--- config.mk ---
export PLATFORM = sky130hd
export DESIGN_NAME = uart_rx
export DESIGN_NICKNAME = d
export VERILOG_FILES = /design/src/rtl/uart_rx.sv
export SDC_FILE = /design/constraint.sdc
export NUM_CORES = 1
export LEC_CHECK = 0
export ABC_CLOCK_PERIOD_IN_PS = 6900
export BUFFER_PORTS_ARGS = -buffer_cell sky130_fd_sc_hd__buf_2
export CELL_PAD_IN_SITES_DETAIL_PLACEMENT = 0
export CELL_PAD_IN_SITES_GLOBAL_PLACEMENT = 1
export CORE_MARGIN = 4
export CORE_UTILIZATION = 51
export CTS_BUF_LIST = sky130_fd_sc_hd__clkbuf_8 sky130_fd_sc_hd__clkbuf_16
export DETAILED_ROUTE_END_ITERATION = 8
export PLACE_DENSITY = 0.9
export SYNTH_ARGS = -nofsm -noshare
export SYNTH_HDL_FRONTEND = slang
export SYNTH_SLANG_ARGS = --single-unit
--- constraint.sdc ---
create_clock -name clk -period 6.9 [get_ports clk]
set_input_delay 0.345 -clock clk [delete_from_list [all_inputs] [get_ports clk]]
set_output_delay 0.345 -clock clk [all_outputs]
set_load 0.005 [all_outputs]
--- src/rtl/uart_rx.sv ---
// -----------------------------------------------------------------------------
// uart_rx
//   Oversampling UART receiver. Each frame is: start bit (0), 8 data bits LSB
//   first, an optional parity bit, then one stop bit (1). Every bit lasts
//   PRESCALE clocks. A bit's value is the 2-of-3 majority of the synchronized
//   line, sampled around the middle of the bit. The outcome of a frame is
//   reported by exactly one registered one-cycle pulse, or by STP_ERR and
//   PAR_ERR together.
//
// Ports
//   clk        : rising-edge clock
//   reset      : asynchronous, active-low reset
//   RX_IN      : serial line, idle high (asynchronous to clk)
//   PRESCALE   : clocks per bit (8, 16 or 32; any other value acts as 8)
//   PAR_EN     : 1 = a parity bit follows the data bits
//   PAR_TYP    : 1 = parity bit equals XOR of the data, 0 = its inverse
//   P_DATA     : last good received byte (updates only with DATA_VALID)
//   DATA_VALID : one-cycle pulse, good frame received
//   PAR_ERR    : one-cycle pulse, parity mismatch
//   STP_ERR    : one-cycle pulse, stop bit sampled low
// -----------------------------------------------------------------------------
module uart_rx #(
    parameter int DATA_WIDTH = 8
) (
    input  logic                  clk,
    input  logic                  reset,
    input  logic                  RX_IN,
    input  logic [5:0]            PRESCALE,
    input  logic                  PAR_EN,
    input  logic                  PAR_TYP,
    output logic [DATA_WIDTH-1:0] P_DATA,
    output logic                  DATA_VALID,
    output logic                  PAR_ERR,
    output logic                  STP_ERR
);

    typedef enum logic [2:0] {
        IDLE,
        START,
        DATA,
        PARITY,
        STOP,
        WAIT_IDLE
    } state_t;

    // Unsupported oversampling ratios fall back to 8.
    function automatic logic [5:0] legal_prescale(input logic [5:0] p);
        case (p)
            6'd8, 6'd16, 6'd32: return p;
            default:            return 6'd8;
        endcase
    endfunction

    function automatic logic majority3(input logic a, input logic b, input logic c);
        return (a & b) | (a & c) | (b & c);
    endfunction

    state_t                state;
    state_t                next_state;

    logic                  rx_meta;
    logic                  rx_sync;

    logic [5:0]            presc_q;
    logic                  par_en_q;
    logic                  par_typ_q;

    logic [5:0]            edge_cnt;
    logic [3:0]            bit_cnt;
    logic [5:0]            half;

    logic                  samp_a;
    logic                  samp_b;
    logic                  bit_val;
    logic                  par_fail;
    logic                  exp_par;
    logic [DATA_WIDTH-1:0] shift_reg;

    logic                  frame_start;
    logic                  last_edge;
    logic                  data_done;
    logic                  dv_d;
    logic                  pe_d;
    logic                  se_d;

    assign half        = presc_q >> 1;
    assign last_edge   = (edge_cnt == presc_q - 6'd1);
    assign frame_start = (state == IDLE) && !rx_sync;
    assign data_done   = last_edge && (bit_cnt == 4'(DATA_WIDTH - 1));
    assign exp_par     = par_typ_q ? ^shift_reg : ~^shift_reg;

    // Two-flop synchronizer; flops reset to the idle level so that reset
    // release never looks like a falling edge.
    always_ff @(posedge clk or negedge reset) begin
        if (!reset) begin
            rx_meta <= 1'b1;
            rx_sync <= 1'b1;
        end else begin
            rx_meta <= RX_IN;
            rx_sync <= rx_meta;
        end
    end

    always_ff @(posedge clk or negedge reset) begin
        if (!reset) begin
            state <= IDLE;
        end else begin
            state <= next_state;
        end
    end

    always_comb begin
        next_state = state;
        dv_d       = 1'b0;
        pe_d       = 1'b0;
        se_d       = 1'b0;
        case (state)
            IDLE: begin
                if (!rx_sync) begin
                    next_state = START;
                end
            end
            START: begin
                // A start bit that votes high was a glitch: drop it silently.
                if (last_edge) begin
                    next_state = bit_val ? IDLE : DATA;
                end
            end
            DATA: begin
                if (data_done) begin
                    next_state = par_en_q ? PARITY : STOP;
                end
            end
            PARITY: begin
                if (last_edge) begin
                    next_state = STOP;
                end
            end
            STOP: begin
                if (last_edge) begin
                    if (bit_val) begin
                        // Back to IDLE right away so a back-to-back start bit
                        // is seen on the very next clock.
                        pe_d       = par_fail;
                        dv_d       = !par_fail;
                        next_state = IDLE;
                    end else begin
                        // Low stop bit: report once, then wait for the line to
                        // go high so a break yields a single error.
                        se_d       = 1'b1;
                        pe_d       = par_fail;
                        next_state = WAIT_IDLE;
                    end
                end
            end
            WAIT_IDLE: begin
                if (rx_sync) begin
                    next_state = IDLE;
                end
            end
            default: next_state = IDLE;
        endcase
    end

    // Frame timing, bit voting, captured configuration and result pulses.
    always_ff @(posedge clk or negedge reset) begin
        if (!reset) begin
            presc_q    <= 6'd8;
            par_en_q   <= 1'b0;
            par_typ_q  <= 1'b0;
            edge_cnt   <= 6'd0;
            bit_cnt    <= 4'd0;
            samp_a     <= 1'b1;
            samp_b     <= 1'b1;
            bit_val    <= 1'b1;
            par_fail   <= 1'b0;
            P_DATA     <= '0;
            DATA_VALID <= 1'b0;
            PAR_ERR    <= 1'b0;
            STP_ERR    <= 1'b0;
        end else begin
            DATA_VALID <= dv_d;
            PAR_ERR    <= pe_d;
            STP_ERR    <= se_d;
            if (dv_d) begin
                P_DATA <= shift_reg;
            end

            if (frame_start) begin
                // Configuration is frozen for the whole frame from here on.
                presc_q   <= legal_prescale(PRESCALE);
                par_en_q  <= PAR_EN;
                par_typ_q <= PAR_TYP;
                edge_cnt  <= 6'd0;
                bit_cnt   <= 4'd0;
                par_fail  <= 1'b0;
            end else if (state == IDLE || state == WAIT_IDLE) begin
                edge_cnt <= 6'd0;
            end else begin
                edge_cnt <= last_edge ? 6'd0 : edge_cnt + 6'd1;

                if (edge_cnt == half - 6'd1) begin
                    samp_a <= rx_sync;
                end
                if (edge_cnt == half) begin
                    samp_b <= rx_sync;
                end
                if (edge_cnt == half + 6'd1) begin
                    bit_val <= majority3(samp_a, samp_b, rx_sync);
                end

                if (state == DATA && last_edge) begin
                    bit_cnt <= bit_cnt + 4'd1;
                end
                if (state == PARITY && last_edge) begin
                    par_fail <= (bit_val != exp_par);
                end
            end
        end
    end

    // Payload shifter; its content only matters once a full byte is in.
    always_ff @(posedge clk) begin
        if (state == DATA && last_edge) begin
            shift_reg <= {bit_val, shift_reg[DATA_WIDTH-1:1]};
        end
    end

endmodule

* Yosys cells after proc, flatten, opt, wreduce, memory -nomap -nowiden
Index checks and enable logic that the tools add are counted.
** Word-level totals
- Register bits :: 46
- Output and inout bits :: 11
- Bits of input ports :: 11
** Operators by class
- Equality and inequality tests :: 21
- Reductions and logical operators :: 19
- $add $sub $neg :: 5
- Muxes and demuxes :: 29
- Bitwise operators :: 7
** Operator list (number)
- $mux W3 :: 8
- $mux W6 :: 4
- $eq A6 B6 Y1 :: 3
- $pmux W3 S6 :: 1
- $ne A2 B2 Y1 const B :: 7
- $mux W1 :: 12
- $mux W4 :: 3
- $reduce_and A3 Y1 :: 3
- $reduce_xnor A8 Y1 :: 1
- $reduce_xor A8 Y1 :: 1
- $add A5 B1 Y6 const B :: 1
- $add A6 B1 Y6 const B :: 1
- $eq A3 B2 Y1 const B :: 2
- $eq A3 B3 Y1 const B :: 2
- $eq A6 B4 Y1 const B :: 1
- $eq A6 B5 Y1 :: 1
- $eq A6 B5 Y1 const B :: 1
- $eq A6 B6 Y1 const B :: 1
- $reduce_and A6 Y1 :: 1
- $sub A5 B1 Y6 const B :: 1
- $sub A6 B1 Y6 const B :: 1
- $add A4 B1 Y4 const B :: 1
- $eq A4 B3 Y1 const B :: 1
- $logic_and A1 B1 Y1 :: 4
- other kinds (12) :: 19

* Logic depth before layout (Yosys ltp)
- Word-level depth :: 6
- Depth in mapped cells :: 10
- Gate-level depth less buffers :: 7

* Worst setup path before layout
OpenSTA, ideal clock, no wires.
- Path kind :: reg2reg
- From :: reg presc_q[1]
- To :: reg shift_reg[0] (enable)
- Data required time :: 6.568 ns
- Clock period less this slack :: 2.444 ns
- Setup time :: 0.332 ns
- Cell stages (with the launch flop) :: 10
- Data arrival time :: 2.113 ns
- Path slack :: 4.456 ns
- Buffers on the path :: 2
- Cells stage by stage :: dfrtp_1 inv_1 ha_1 nor2b_1 or3_1 a31oi_2 and2_1 buf_2 buf_4 and3_1
** On the way
- Cells in the longest elaborated chain, start to end :: 3
** RTL lines
- start: declaration :: line 64 : logic [5:0] presc_q;
- start signal: assignment :: line 191 : presc_q <= legal_prescale(PRESCALE);
- $sub A6 B1 Y6 :: line 87 : assign last_edge = (edge_cnt == presc_q - 6'd1);
- $eq A6 B6 Y1 :: line 87
- $logic_and A1 B1 Y1 :: line 224 : if (state == DATA && last_edge) begin
- end signal: assignment :: line 225 : shift_reg <= {bit_val, shift_reg[DATA_WIDTH-1:1]};
- end: declaration :: line 77 : logic [DATA_WIDTH-1:0] shift_reg;
Every way passes these cells.
A chain may end at the register's enable or synchronous reset.

* Worst setup path after layout
- From :: reg presc_q[1]
- To :: reg shift_reg[5] (enable)
The elaborated chain is that of the path after synthesis.

==> Implementation_results.wiki <==
{| class="wikitable"
! Metric !! Value
|-
| Total standard cell area after synthesis || 2620 sq um
|-
| CTS tree || yes
|-
| Total congestion overflow after global routing || 0
|-
| Routed WL per cell || 15.1 um
|-
| Number of top-level design ports || 22
|-
| Min-delay worst type || in -> async
|-
| Total Neg Setup Slack || 0 ns
|-
| Number of antenna violations at the first check in global routing || 0
|-
| Ys flop type || dfrtp_1
|-
| Setup repair after global routing missed its margin || no
|-
| Rows || 25
|-
| Setup bufs post-CTS || 0
|-
| Hold bufs inserted after CTS || 0
|-
| Final std cells w/o fill || 329
|-
| Drc violations || 0
|-
| Slack of the worst reg-to-reg path || 3.74 ns
|-
| Fraction of final layout cells with drive strength greater than 1 || 21.4%
|-
| TritonCTS buffer count || 5
|-
| Total global routing track utilization || 17.4%
|-
| Total inserted antenna cells || 0
|-
| Power per cell area || 320 nW/um^2
|-
| Buffer levels on the longest clock path || 2
|-
| Via count || 1887
|-
| Max cap viols || 0
|-
| Area inside the core boundary || 4850 sq um
|-
| Outcome || completed
|-
| Number of detailed-routing iterations run before antenna repair || 4
|-
| Final critical path time including I/O delays and setup || 3.16 ns
|-
| Cells on worst reg2reg path || 7
|-
| Endpoint type of the worst setup path || flip-flop
|-
| Kind of launch point of the worst setup path || flip-flop
|-
| Worst slew margin relative to its limit || 38.7%
|-
| Setup-failing EPs final || 0
|-
| CTS H-tree depth || 2
|-
| 1st-iter DRT viols || 167
|-
| Core Util, Final || 58.1%
|-
| Yosys cell types || 55
|-
| Half-perimeter wire length after placement || 3.51 mm
|-
| Per-instance average area after synthesis || 10.5 sq um
|-
| Share of the cycle needed by the critical path after routing || 45.8%
|-
| Worst Path Class, Setup || reg -> reg
|-
| Reg2reg start || presc_q[1]
|-
| Seq/Total Area, Yosys || 45.8%
|-
| Largest cells by area after synthesis || dfrtp_1, edfxtp_1, dfstp_2
|-
| Post-cts sizing count || 0
|-
| Post-synthesis cell type with the largest combined area || dfrtp_1
|-
| Post-Syn Nets || 267
|-
| Global-route wire length before repair || 8.59 mm
|-
| Root Buffer Master || clkbuf_8
|-
| Nets@finish || 278
|-
| Top cell type's share of synthesized area || 30.6%
|-
| Antenna violation net count after detailed routing || 0
|-
| Relative area change from synthesis to final layout || 7.70%
|-
| Post-DR vias/cell || 5.74
|-
| Arrival time of the worst setup path || 3.13 ns
|-
| Layout filler cell count || 416
|-
| Area of the multi-input gates || 1260 sq um
|-
| Gate count after technology mapping || 250
|-
| Final-report max-slew violation count || 0
|-
| Worst-margin pin slew || 0.916 ns
|-
| RR Endpoint || shift_reg[5]
|-
| Final Hold Vio Count || 0
|-
| Detailed-route wire length || 4.98 mm
|-
| Number of clock sinks || 46
|-
| Routability congestion estimate || 0.850
|-
| Maximum number of pins on one net before global-route repair || 39
|-
| Maximum ir drop on the vdd rail || 0.000228 V
|-
| Clock-pin transition on the worst setup and hold timing paths || 0.09 ns
|-
| Die footprint || 6340 sq um
|-
| Insertion delay of the later-clocked pin in the worst-skew pair || 0.30 ns
|-
| Crit-path max FO || 15
|-
| FMAX || 316 MHz
|-
| Worst endpoint required time || 6.87 ns
|-
| Number of enable flip-flop cells after synthesis || 8
|-
| Worst clock skew on the final layout || 0.00874 ns
|-
| Ys Warns || 0
|-
| Combined flip-flop and latch cell area || 1200 sq um
|-
| Number of cells after detailed placement || 321
|-
| Die X || 79.6 um
|-
| Starting utilization of the core area || 54.0%
|-
| Async SR Flop Fraction || 82.6%
|-
| Leakage power || 1.22 nW
|-
| Vias in the first global route || 1755
|-
| Flip-flop and latch count after synthesis || 46
|-
| Count of port buffers added during placement || 21
|-
| Die boundary height || 79.6 um
|}
[area by class of cell]
| cell class | instances | share of cell area (%) |
|---|---|---|
| multi-input combinational | 173 | 44.7 |
| sequential | 46 | 42.5 |
| timing repair buffer | 21 | 3.73 |
| tap | 67 | 2.98 |
| clock buffer | 5 | 2.44 |
| inverter | 14 | 1.87 |
| clock inverter | 3 | 1.73 |
[layer usage]
layer | vias up | track usage, % | routed length, um
met5 | - | 0 | 0
met4 | 0 | 5.15 | 22
met3 | 2 | 3.50 | 208
met2 | 49 | 26.0 | 2330
met1 | 922 | 25.5 | 2420
li1 | 914 | - | -
[synthesized netlist by cell type (all sizes together), types with 3 or more instances]
cell type,n
or2,3
edfxtp,8
dfstp,6
and3,6
xor2,9
buf,14
xnor2,16
mux2,12
a31oi,3
nand2,12
nand2b,3
inv,14
nor2,15
nand4,4
nor2b,6
nor3b,4
nand3,5
ha,6
nor3,10
nor4,4
a21oi,11
o21ai,7
dfrtp,32
clkbuf,3
[worst max-delay path, cell delays in order, from the launching register on]
cell	delay (ns)
dfrtp_1	0.44
inv_1	0.12
ha_1	0.21
nor2b_1	0.14
or3_1	0.36
a31oi_2	0.51
and2_1	0.57
and3_1	0.48
[power by group]
group / switching [W] / internal, W / leakage, nW
sequential: 0.0000786 / 0.000328 / 0.561
clock: 0.0000995 / 0.000110 / 0.0563
combinational: 0.000149 / 0.000135 / 0.606
[cell families (layout without fill, tap and decap cells)]
logic type      after synthesis  in the layout  share of synthesized area [%]
simple gates                 82             82                           17.7
buf+inv                      31             43                           6.03
flops                        46             46                           45.8
fa+ha+maj                     7              7                           3.25
compound gates               45             45                           12.9
mux                          14             14                           5.93
xor+xnor                     25             25                           8.37
[worst max-delay path by stage]
stage / end / startpoint / slack, ns
3_3_place_gp: shift_reg[7] / presc_q[1] / 3.82
5_1_grt: shift_reg[5] / presc_q[1] / 3.54
6_report: shift_reg[5] / presc_q[1] / 3.74
4_1_cts: shift_reg[5] / presc_q[1] / 3.74
3_5_place_dp: shift_reg[3] / presc_q[1] / 3.75
2_1_floorplan: shift_reg[0] / presc_q[1] / 4.46
[through the flow]
step | power [W] | hold slack, ns | area (sq um) | setup slack, ns
final | 0.000901 | 0.117 | 2820 | 3.74
after detailed placement | 0.000692 | 0.350 | 2700 | 3.75
after global placement | 0.000690 | 0.348 | 2700 | 3.82
after global routing | 0.000967 | 0.116 | 2820 | 3.54
after floorplan | 0.000649 | 0.0494 | 2620 | 4.46
after CTS | 0.000903 | 0.123 | 2820 | 3.74
[layout by cell type (no fill, tap or decap), types with 3 or more instances in the layout]
cell       n
dfrtp_1   32
buf_2     21
xnor2_1   16
nor2_1    15
inv_1     14
nand2_1   12
mux2_2    12
a21oi_1   10
nor3_1    10
xor2_1     9
edfxtp_1   8
o21ai_0    7
nor2b_1    6
and3_1     6
ha_1       6
dfstp_2    6
nand3_1    5
clkbuf_8   5
nor3b_1    4
nor4_1     4
or2_2      3
nand4_1    3
nand2b_1   3
No activity file was read; power rests on OpenSTA's default activity.
